**config.mk**
```make
export PLATFORM = sky130hd
export DESIGN_NAME = mcu_spi_target
export DESIGN_NICKNAME = d
export VERILOG_FILES = /design/src/rtl/mcu_spi_target.sv
export SDC_FILE = /design/constraint.sdc
export NUM_CORES = 1
export LEC_CHECK = 0
export CAP_MARGIN = 20
export CORE_ASPECT_RATIO = 0.6
export CORE_UTILIZATION = 66
export CTS_CLUSTER_SIZE = 12
export DETAILED_ROUTE_END_ITERATION = 10
export DONT_BUFFER_PORTS = 1
export GPL_TIMING_DRIVEN = 0
export PLACE_DENSITY = 0.84
export SETUP_SLACK_MARGIN = 0.15
export SLEW_MARGIN = 20
export SYNTH_ARGS = -nofsm -noshare
export SYNTH_HDL_FRONTEND = slang
export SYNTH_SLANG_ARGS = --single-unit
```
**constraint.sdc**
```tcl
create_clock -name clk -period 3.44 [get_ports clk]
set_clock_uncertainty 0.1 [all_clocks]
set_input_delay 0.688 -clock clk [delete_from_list [all_inputs] [get_ports clk]]
set_output_delay 0.688 -clock clk [all_outputs]
set_load 0.005 [all_outputs]
```
**src/rtl/mcu_spi_target.sv**
```systemverilog
// mcu_spi_target: FPGA-side SPI target (mode 0) for the MCU link.
// The SPI pins are oversampled in the clk domain. Received bytes are presented
// as rx_data/rx_strobe/rx_start. The decoder's reply byte, captured one clk after
// each strobe, is shifted back out on MISO during the next byte.
module mcu_spi_target #(
  parameter int SYNC_STAGES = 2  // synchroniser depth, must be >= 2
) (
  input  logic       clk,
  input  logic       reset,
  input  logic       spi_csn,
  input  logic       spi_sck,
  input  logic       spi_mosi,
  output logic       spi_miso,
  output logic [7:0] rx_data,
  output logic       rx_strobe,
  output logic       rx_start,
  input  logic [7:0] tx_data
);

  localparam logic [1:0] ST_WAIT_IDLE = 2'd0;
  localparam logic [1:0] ST_IDLE      = 2'd1;
  localparam logic [1:0] ST_ACTIVE    = 2'd2;

  // Bundled pin order within each synchroniser stage.
  localparam int PIN_MOSI = 0;
  localparam int PIN_SCK  = 1;
  localparam int PIN_CSN  = 2;

  // All three pins share one delay line so CSN and MOSI stay aligned with SCK.
  // Stages clear to 0 on reset, so a CSN that is really high must propagate
  // through the whole chain before WAIT_IDLE is left.
  logic [SYNC_STAGES-1:0][2:0] sync_reg;

  logic csn_s;
  logic sck_s;
  logic mosi_s;
  logic sck_prev_reg;
  logic sck_rise;
  logic sck_fall;

  logic [1:0] state_reg,     state_next;
  logic [2:0] bit_cnt_reg,   bit_cnt_next;
  logic [7:0] rx_shift_reg,  rx_shift_next;
  logic [7:0] tx_shift_reg,  tx_shift_next;
  logic       first_reg,     first_next;
  logic [7:0] rx_data_reg,   rx_data_next;
  logic       rx_strobe_reg, rx_strobe_next;
  logic       rx_start_reg,  rx_start_next;
  logic       tx_load_reg,   tx_load_next;

  // Shift the raw pin samples through the synchroniser chain.
  always_ff @(posedge clk) begin
    if (reset) begin
      sync_reg <= '0;
    end else begin
      sync_reg <= {sync_reg[SYNC_STAGES-2:0], {spi_csn, spi_sck, spi_mosi}};
    end
  end

  assign csn_s  = sync_reg[SYNC_STAGES-1][PIN_CSN];
  assign sck_s  = sync_reg[SYNC_STAGES-1][PIN_SCK];
  assign mosi_s = sync_reg[SYNC_STAGES-1][PIN_MOSI];

  // Remember the previous synchronised SCK level for edge detection.
  always_ff @(posedge clk) begin
    if (reset) begin
      sck_prev_reg <= 1'b0;
    end else begin
      sck_prev_reg <= sck_s;
    end
  end

  assign sck_rise = sck_s & ~sck_prev_reg;
  assign sck_fall = ~sck_s & sck_prev_reg;

  // Frame state machine, receive shifter and reply shifter.
  always_comb begin
    state_next     = state_reg;
    bit_cnt_next   = bit_cnt_reg;
    rx_shift_next  = rx_shift_reg;
    tx_shift_next  = tx_shift_reg;
    first_next     = first_reg;
    rx_data_next   = rx_data_reg;
    rx_strobe_next = 1'b0;
    rx_start_next  = 1'b0;
    // The decoder registers its reply on the strobe cycle, so the reply is
    // picked up one clk after the strobe.
    tx_load_next   = rx_strobe_reg;

    case (state_reg)
      ST_WAIT_IDLE: begin
        // A frame already running when reset released is ignored entirely.
        if (csn_s) begin
          state_next = ST_IDLE;
        end
      end

      ST_IDLE: begin
        if (!csn_s) begin
          state_next    = ST_ACTIVE;
          bit_cnt_next  = 3'd0;
          first_next    = 1'b1;
          tx_shift_next = 8'h00;
          // A reply belonging to the previous frame must not leak into the
          // first byte of this one.
          tx_load_next  = 1'b0;
        end
      end

      ST_ACTIVE: begin
        if (csn_s) begin
          // Deselect wins over a coinciding 8th edge; partial bytes vanish.
          state_next   = ST_IDLE;
          bit_cnt_next = 3'd0;
        end else begin
          if (tx_load_reg) begin
            tx_shift_next = tx_data;
          end
          if (sck_rise) begin
            rx_shift_next = {rx_shift_reg[6:0], mosi_s};
            bit_cnt_next  = bit_cnt_reg + 3'd1;
            if (bit_cnt_reg == 3'd7) begin
              rx_data_next   = {rx_shift_reg[6:0], mosi_s};
              rx_strobe_next = 1'b1;
              rx_start_next  = first_reg;
              first_next     = 1'b0;
            end
          end else if (sck_fall && (bit_cnt_reg != 3'd0)) begin
            // Falling edges between bytes are skipped so a freshly loaded
            // reply keeps its MSB on the line for the next first rise.
            tx_shift_next = {tx_shift_reg[6:0], 1'b0};
          end
        end
      end

      default: begin
        state_next = ST_WAIT_IDLE;
      end
    endcase
  end

  // Register the frame state; reset also cancels any pending strobe.
  always_ff @(posedge clk) begin
    if (reset) begin
      state_reg     <= ST_WAIT_IDLE;
      bit_cnt_reg   <= 3'd0;
      rx_shift_reg  <= 8'h00;
      tx_shift_reg  <= 8'h00;
      first_reg     <= 1'b0;
      rx_data_reg   <= 8'h00;
      rx_strobe_reg <= 1'b0;
      rx_start_reg  <= 1'b0;
      tx_load_reg   <= 1'b0;
    end else begin
      state_reg     <= state_next;
      bit_cnt_reg   <= bit_cnt_next;
      rx_shift_reg  <= rx_shift_next;
      tx_shift_reg  <= tx_shift_next;
      first_reg     <= first_next;
      rx_data_reg   <= rx_data_next;
      rx_strobe_reg <= rx_strobe_next;
      rx_start_reg  <= rx_start_next;
      tx_load_reg   <= tx_load_next;
    end
  end

  assign rx_data   = rx_data_reg;
  assign rx_strobe = rx_strobe_reg;
  assign rx_start  = rx_start_reg;
  // MISO is driven only while selected; it reads 0 in every other state.
  assign spi_miso  = (state_reg == ST_ACTIVE) & tx_shift_reg[7];

endmodule

```
==> results.toml, run 1 <==
[setup_path]
cpPeakStageDelay_ns = 0.40
cp_slowest_cell = "dfxtp_1"
cp_max_fo = 10
path_cells = "inv_1, ha_1, nand2b_1, clkbuf_1, a221oi_1, o32ai_1"
cpLargestDelayFamily = "compound AO/OA/AOI/OAI gates"
critPathRequiredTime_ns = 3.51
critical_path_class = "flip-flop to flip-flop"
critPathCaptureType = "flip-flop"
worstPathArrival_ns = 1.99
crit_buf_inv = 2
start_kind = "flip-flop"

[timing]
fmax_mhz = 521.1
fin_ws_ns = 1.521
worst_pin_slew_ns = 0.5906
slew_viol_final = 0
setup_viol = 0
rsz0062_at_grt = "no"
slew_headroom_pct = 60.55
final.setup.tns_ns = 0
timing.final.crit_share_pct = 55.78
period_minus_slack_ns = 1.919
hold_viol_final = 0

[grt]
grt_pass1_vias = 1141
grt_max_degree = 12
grt_pass1_wl_um = 5223
antenna_found_initial = 0
grt_remaining_overflow = 0
grt_usage_pct = 27.07

[clock_tree]
clockBufferDepth = 2
cts_buffers = 5
clock_sinks = 39
post_cts_buffers = 0
cts_tree = "built"
ctsHoldBuffers = 0
post_cts_resized = 0
clk_latency_ns = 0.28
htree_levels = 2
cts_root_buf = "clkbuf_8"
cts.clk_slew.worst_paths_ns = 0.07

[logic_synthesis]
synth_area_leader_cell = "dfxtp_1"
synth_cells = 175
synth.avg_cell_area_um2 = 9.716
syn-num-nets = 192
netlist_area_um2 = 1700
synth-seq-cells = 39
synth_most_common_cell = "dfxtp_1"
ys_warn_count = 0
synth_seq_area_share_pct = 45.92
synthDistinctLibCells = 32
synth-main-ff-cell = "dfxtp_1"
yosysTopAreaCellShare_pct = 45.92
synthArstFlopShare_pct = 0
synth_common_cells = "dfxtp_1, nand2b_1, nor2b_1"
synth_edf_count = 0
synth_area_leaders = "dfxtp_1, nand2b_1, nor2b_1, mux2i_1, a221oi_1"

[power_and_ir_drop]
switching_power_uw = 171.1
swShare_pct = 21.51
pwr-share-clk_pct = 38.4
p_int_uw = 624.3
p_comb_share_pct = 3.9
power_density_nw_per_um2 = 435.7
leakagePower_uw = 0.0006487
power.share.sequential_pct = 57.7
max-vdd-ir-drop_mv = 0.3191

[die]
rows = 13
die_h_um = 41.32
pin_count = 24
dieWidth_um = 67.53
die_area_um2 = 2790
core_area_um2 = 2293
initial_core_util_pct = 74.14

[placed_design]
dp_worst_setup_slack_ns = 1.581
io_buffers = 0
globalplace.congestion = 0.8008
hpwl_um = 2477

[worst_hold_path]
min_path_type = "flip-flop to flip-flop"

[drt]
postRouteAntennaNets = 0
post_drt_wl_per_cell_um = 16.26
vias = 1312
drc = 0
first_pass_iters = 4
drt-initial-drc-count = 86
vias_per_cell = 6.189
routed_wl_um = 3447

[cells_and_area]
final_core_util_pct = 79.60
syn_to_final_growth_pct = 7.358
layout.nets = 199
drive_gt1_share_pct = 7.692
antenna_cells = 0

[status]
status = "finished clean"

[run]
max_cap_violations = 0
## worst register-to-register path, stage by stage (launching register included)
cell and delay [ns]:
dfxtp_1 0.40, inv_1 0.07, ha_1 0.19, nand2b_1 0.16, clkbuf_1 0.40, a221oi_1 0.17
o32ai_1 0.31
## per-stage QoR
step	total power [uW]	cell area [um^2]	cells	hold slack [ns]
after global routing	817.9	1826	212	0.3698
final	795.4	1826	212	0.3487
after CTS	795.8	1826	212	0.3484
after detailed placement	499.5	1738	205	0.3287
after global placement	498.2	1738	205	0.3294
after floorplan	492.1	1700	175	0.3138
## final timing paths
kind | start | end | slack, ns | cells past startpoint
setup / recovery | bit_cnt_reg[0] | tx_shift_reg[5] | 1.52 | 6
setup reg to reg | bit_cnt_reg[0] | tx_shift_reg[5] | 1.52 | 6
hold / removal | sync_reg[2] | csn_s | 0.35 | 1
hold reg to reg | sync_reg[2] | csn_s | 0.35 | 1
## placed cells by master, fill, tap and decap left out, types with 2 or more instances in the layout
| master | n |
|---|---|
| ha_1 | 4 |
| nor2b_1 | 17 |
| o21bai_1 | 2 |
| inv_1 | 10 |
| o32ai_1 | 7 |
| a32o_1 | 2 |
| and3_1 | 8 |
| nand2b_1 | 18 |
| nor3b_1 | 2 |
| nand3_1 | 7 |
| o21ai_0 | 9 |
| buf_2 | 2 |
| mux2i_1 | 9 |
| and2_1 | 2 |
| a21oi_1 | 8 |
| dfxtp_1 | 39 |
| clkbuf_8 | 6 |
| clkbuf_1 | 8 |
| a221oi_1 | 7 |
## logic make-up (layout without fill, tap and decap cells)
group | Yosys count | after routing | share of synthesized area (%)
simple gates | 62 | 62 | 23.99
compound gates | 39 | 39 | 16.12
flops | 39 | 39 | 45.92
buf+inv | 21 | 28 | 5.225
xor+xnor | 1 | 1 | 0.5152
fa+ha+maj | 4 | 4 | 2.943
mux | 9 | 9 | 5.298
## routing by layer
| layer | up-vias | track usage (%) | part of all wire, % |
|---|---|---|---|
| li1 | 635 | - | - |
| met2 | 61 | 41.34 | 43 |
| met5 | - | 0 | 0 |
| met3 | 2 | 7.880 | 8.8 |
| met4 | 0 | 8.511 | 0.61 |
| met1 | 614 | 37.23 | 47 |
## power groups by stage
stage	registers, uW	logic (uW)	clock network [uW]
3_5_place_dp	469	30.5	0
2_1_floorplan	468	23.7	0
5_1_grt	459	33.4	326
6_report	459	31.2	305
3_3_place_gp	469	29.3	0
4_1_cts	459	30.7	306
## cell type report
class | instances | area, um^2
clock inverter | 1 | 5.005
tap | 30 | 37.54
clock buffer | 6 | 82.58
sequential | 39 | 780.7
multi-input combinational | 115 | 830.8
inverter | 10 | 37.54
buffer | 11 | 51.30
fill | 146 | 467.9
No activity file was read; power rests on OpenSTA's default activity.
==> run 2, diff against run 1 <==
--- a/config.mk
+++ b/config.mk
@@ -7,12 +7,12 @@
 export LEC_CHECK = 0
 export CAP_MARGIN = 20
 export CORE_ASPECT_RATIO = 0.6
-export CORE_UTILIZATION = 66
+export CORE_UTILIZATION = 61
 export CTS_CLUSTER_SIZE = 12
 export DETAILED_ROUTE_END_ITERATION = 10
 export DONT_BUFFER_PORTS = 1
 export GPL_TIMING_DRIVEN = 0
-export PLACE_DENSITY = 0.84
+export PLACE_DENSITY = 0.79
 export SETUP_SLACK_MARGIN = 0.15
 export SLEW_MARGIN = 20
 export SYNTH_ARGS = -nofsm -noshare
==> constraint.sdc (replaced) <==
create_clock -name clk -period 1.92 [get_ports clk]
set_clock_uncertainty 0.1 [all_clocks]
set_input_delay 0.384 -clock clk [delete_from_list [all_inputs] [get_ports clk]]
set_output_delay 0.384 -clock clk [all_outputs]
set_load 0.005 [all_outputs]
==> run 2 against run 1 <==
Global-route usage shrank 1.9 points. Largest cell class unchanged. Critical endpoint is now rx_data[6]. First-iteration DRC count down 1.2%. Combinational power grew 83%.
==> results.toml, run 2 (synthesis results as in run 1) <==
[status]
status = "finished clean"

[timing]
hold_viol_final = 0
timing.final.crit_share_pct = 87.82
worst_pin_slew_ns = 0.6476
setup_viol = 0
holdWs_ns = 0.1168
rsz0062_at_grt = "no"
period_minus_slack_ns = 1.686
slew_viol_final = 0
fmax_mhz = 593.0
final.setup.tns_ns = 0
slew_headroom_pct = 56.74

[setup_path]
crit_start = "csn_s"
critPathCaptureType = "flip-flop"
timing.rr.start = "csn_s"
critical_path_class = "flip-flop to flip-flop"
r2r_end = "rx_data[6]"
cpPeakStageDelay_ns = 0.44
path_cells = "buf_2, nor3b_4, and3_1, buf_6, mux2i_1"
cpLargestDelayFamily = "simple AND/OR/NAND/NOR gates"
cp_max_fo = 10
critPathRequiredTime_ns = 2.04
crit_buf_inv = 2
ff2ff_path_depth = 5
worstPathArrival_ns = 1.80
cp.depth = 5
cp_slowest_cell = "nor3b_4"
start_kind = "flip-flop"
r2r_slack_ns = 0.23
endpoint = "rx_data[6]"

[power_and_ir_drop]
max-vdd-ir-drop_mv = 0.6395
total_power_uw = 1414
leakagePower_uw = 0.0006511
p_int_uw = 1091
swShare_pct = 22.84
switching_power_uw = 322.9
power.share.sequential_pct = 58.1
pwr-share-clk_pct = 37.8
power_density_nw_per_um2 = 769.1
p_comb_share_pct = 4.0

[clock_tree]
clk_latency_ns = 0.29
cts_buffers = 5
post_cts_buffers = 0
cts_root_buf = "clkbuf_8"
clock_sinks = 39
clockBufferDepth = 2
cts_tree = "built"
htree_levels = 2
cts.clk_slew.worst_paths_ns = 0.07

[drt]
drt-initial-drc-count = 85
postRouteAntennaNets = 0
drc = 0
vias = 1304
post_drt_wl_per_cell_um = 15.90
vias_per_cell = 6.065
routed_wl_um = 3418
first_pass_iters = 4

[cells_and_area]
syn_to_final_growth_pct = 8.094
layout_common_cells = "dfxtp_1, nor2b_1, nand2b_1"
fillers = 185
finalNonFillerCells = 215
drive_gt1_share_pct = 9.290
layout.nets = 199
layout_commonest_cell = "dfxtp_1"
antenna_cells = 0

[grt]
grt_usage_pct = 25.17
grt_remaining_overflow = 0
grt_max_degree = 13
grt_pass1_wl_um = 5589
grt_pass1_vias = 1215
antenna_found_initial = 0

[worst_hold_path]
hold_path.startpoint = "spi_mosi"
min_path_type = "input pin to flip-flop"

[die]
die_h_um = 42.90
pin_count = 24
core_area_um2 = 2575
rows = 14
initial_core_util_pct = 66.03
dieWidth_um = 70.16
die_area_um2 = 3010

[placed_design]
hpwl_um = 2418
post-place-cells = 207
io_buffers = 0
globalplace.congestion = 0.8307

[run]
max_cap_violations = 0
run 2: cell types whose count changed in the layout (fill, tap and decap cells not counted), sizes merged:
cell,before,now
clkinvlp,0,1
run 2: final cells by class:
cell class,instances,area (um^2),share of cell area (%)
inverters,10,37.54,2.042
flip-flops and latches,39,780.7,42.48
clock buffers,6,72.57,3.948
clock inverters,2,12.51,0.6807
plain buffers,11,56.30,3.063
multi-input cells,115,838.3,45.61
well taps,32,40.04,2.178
run 2: power by group through the flow:
| stage | Combinational, uW | Sequential [uW] | Clock [uW] |
|---|---|---|---|
| global route | 61.1 | 822 | 578 |
| global placement | 52.6 | 840 | 0 |
| detailed placement | 55.4 | 840 | 0 |
| finish | 57.0 | 822 | 535 |
| floorplan | 42.4 | 839 | 0 |
| CTS | 55.7 | 822 | 543 |
run 2: through the flow:
step	instance area, um^2	setup WS, ns	util (%)
after floorplan	1700	0.4642	-
after global placement	1740	0.2046	67.59
after detailed placement	1740	0.1027	67.59
after CTS	1827	0.2198	70.94
after global routing	1838	0.1609	71.38
final	1838	0.2338	71.38
run 2: metal layers:
metal | track usage (%) | vias to the layer above | wire length (um)
li1 | - | 632 | -
met1 | 32.24 | 614 | 1605
met2 | 38.27 | 52 | 1520
met3 | 10.21 | 6 | 222
met4 | 9.600 | 0 | 69
met5 | 0 | - | 0
run 2: timing repair:
item,4_1_cts,5_1_grt
setup endpoints to repair,7,7
hold buffers,0,0
gates resized for setup,1,5
run 2: worst min path at each step:
| stage | endpoint | slack (ns) | cells after the start |
|---|---|---|---|
| 2_1_floorplan | csn_s | 0.31 | 1 |
| 3_3_place_gp | csn_s | 0.33 | 1 |
| 3_5_place_dp | mosi_s | 0.33 | 1 |
| 4_1_cts | sync_reg[0] | 0.11 | 1 |
| 5_1_grt | sync_reg[0] | 0.11 | 1 |
| 6_report | sync_reg[0] | 0.12 | 1 |
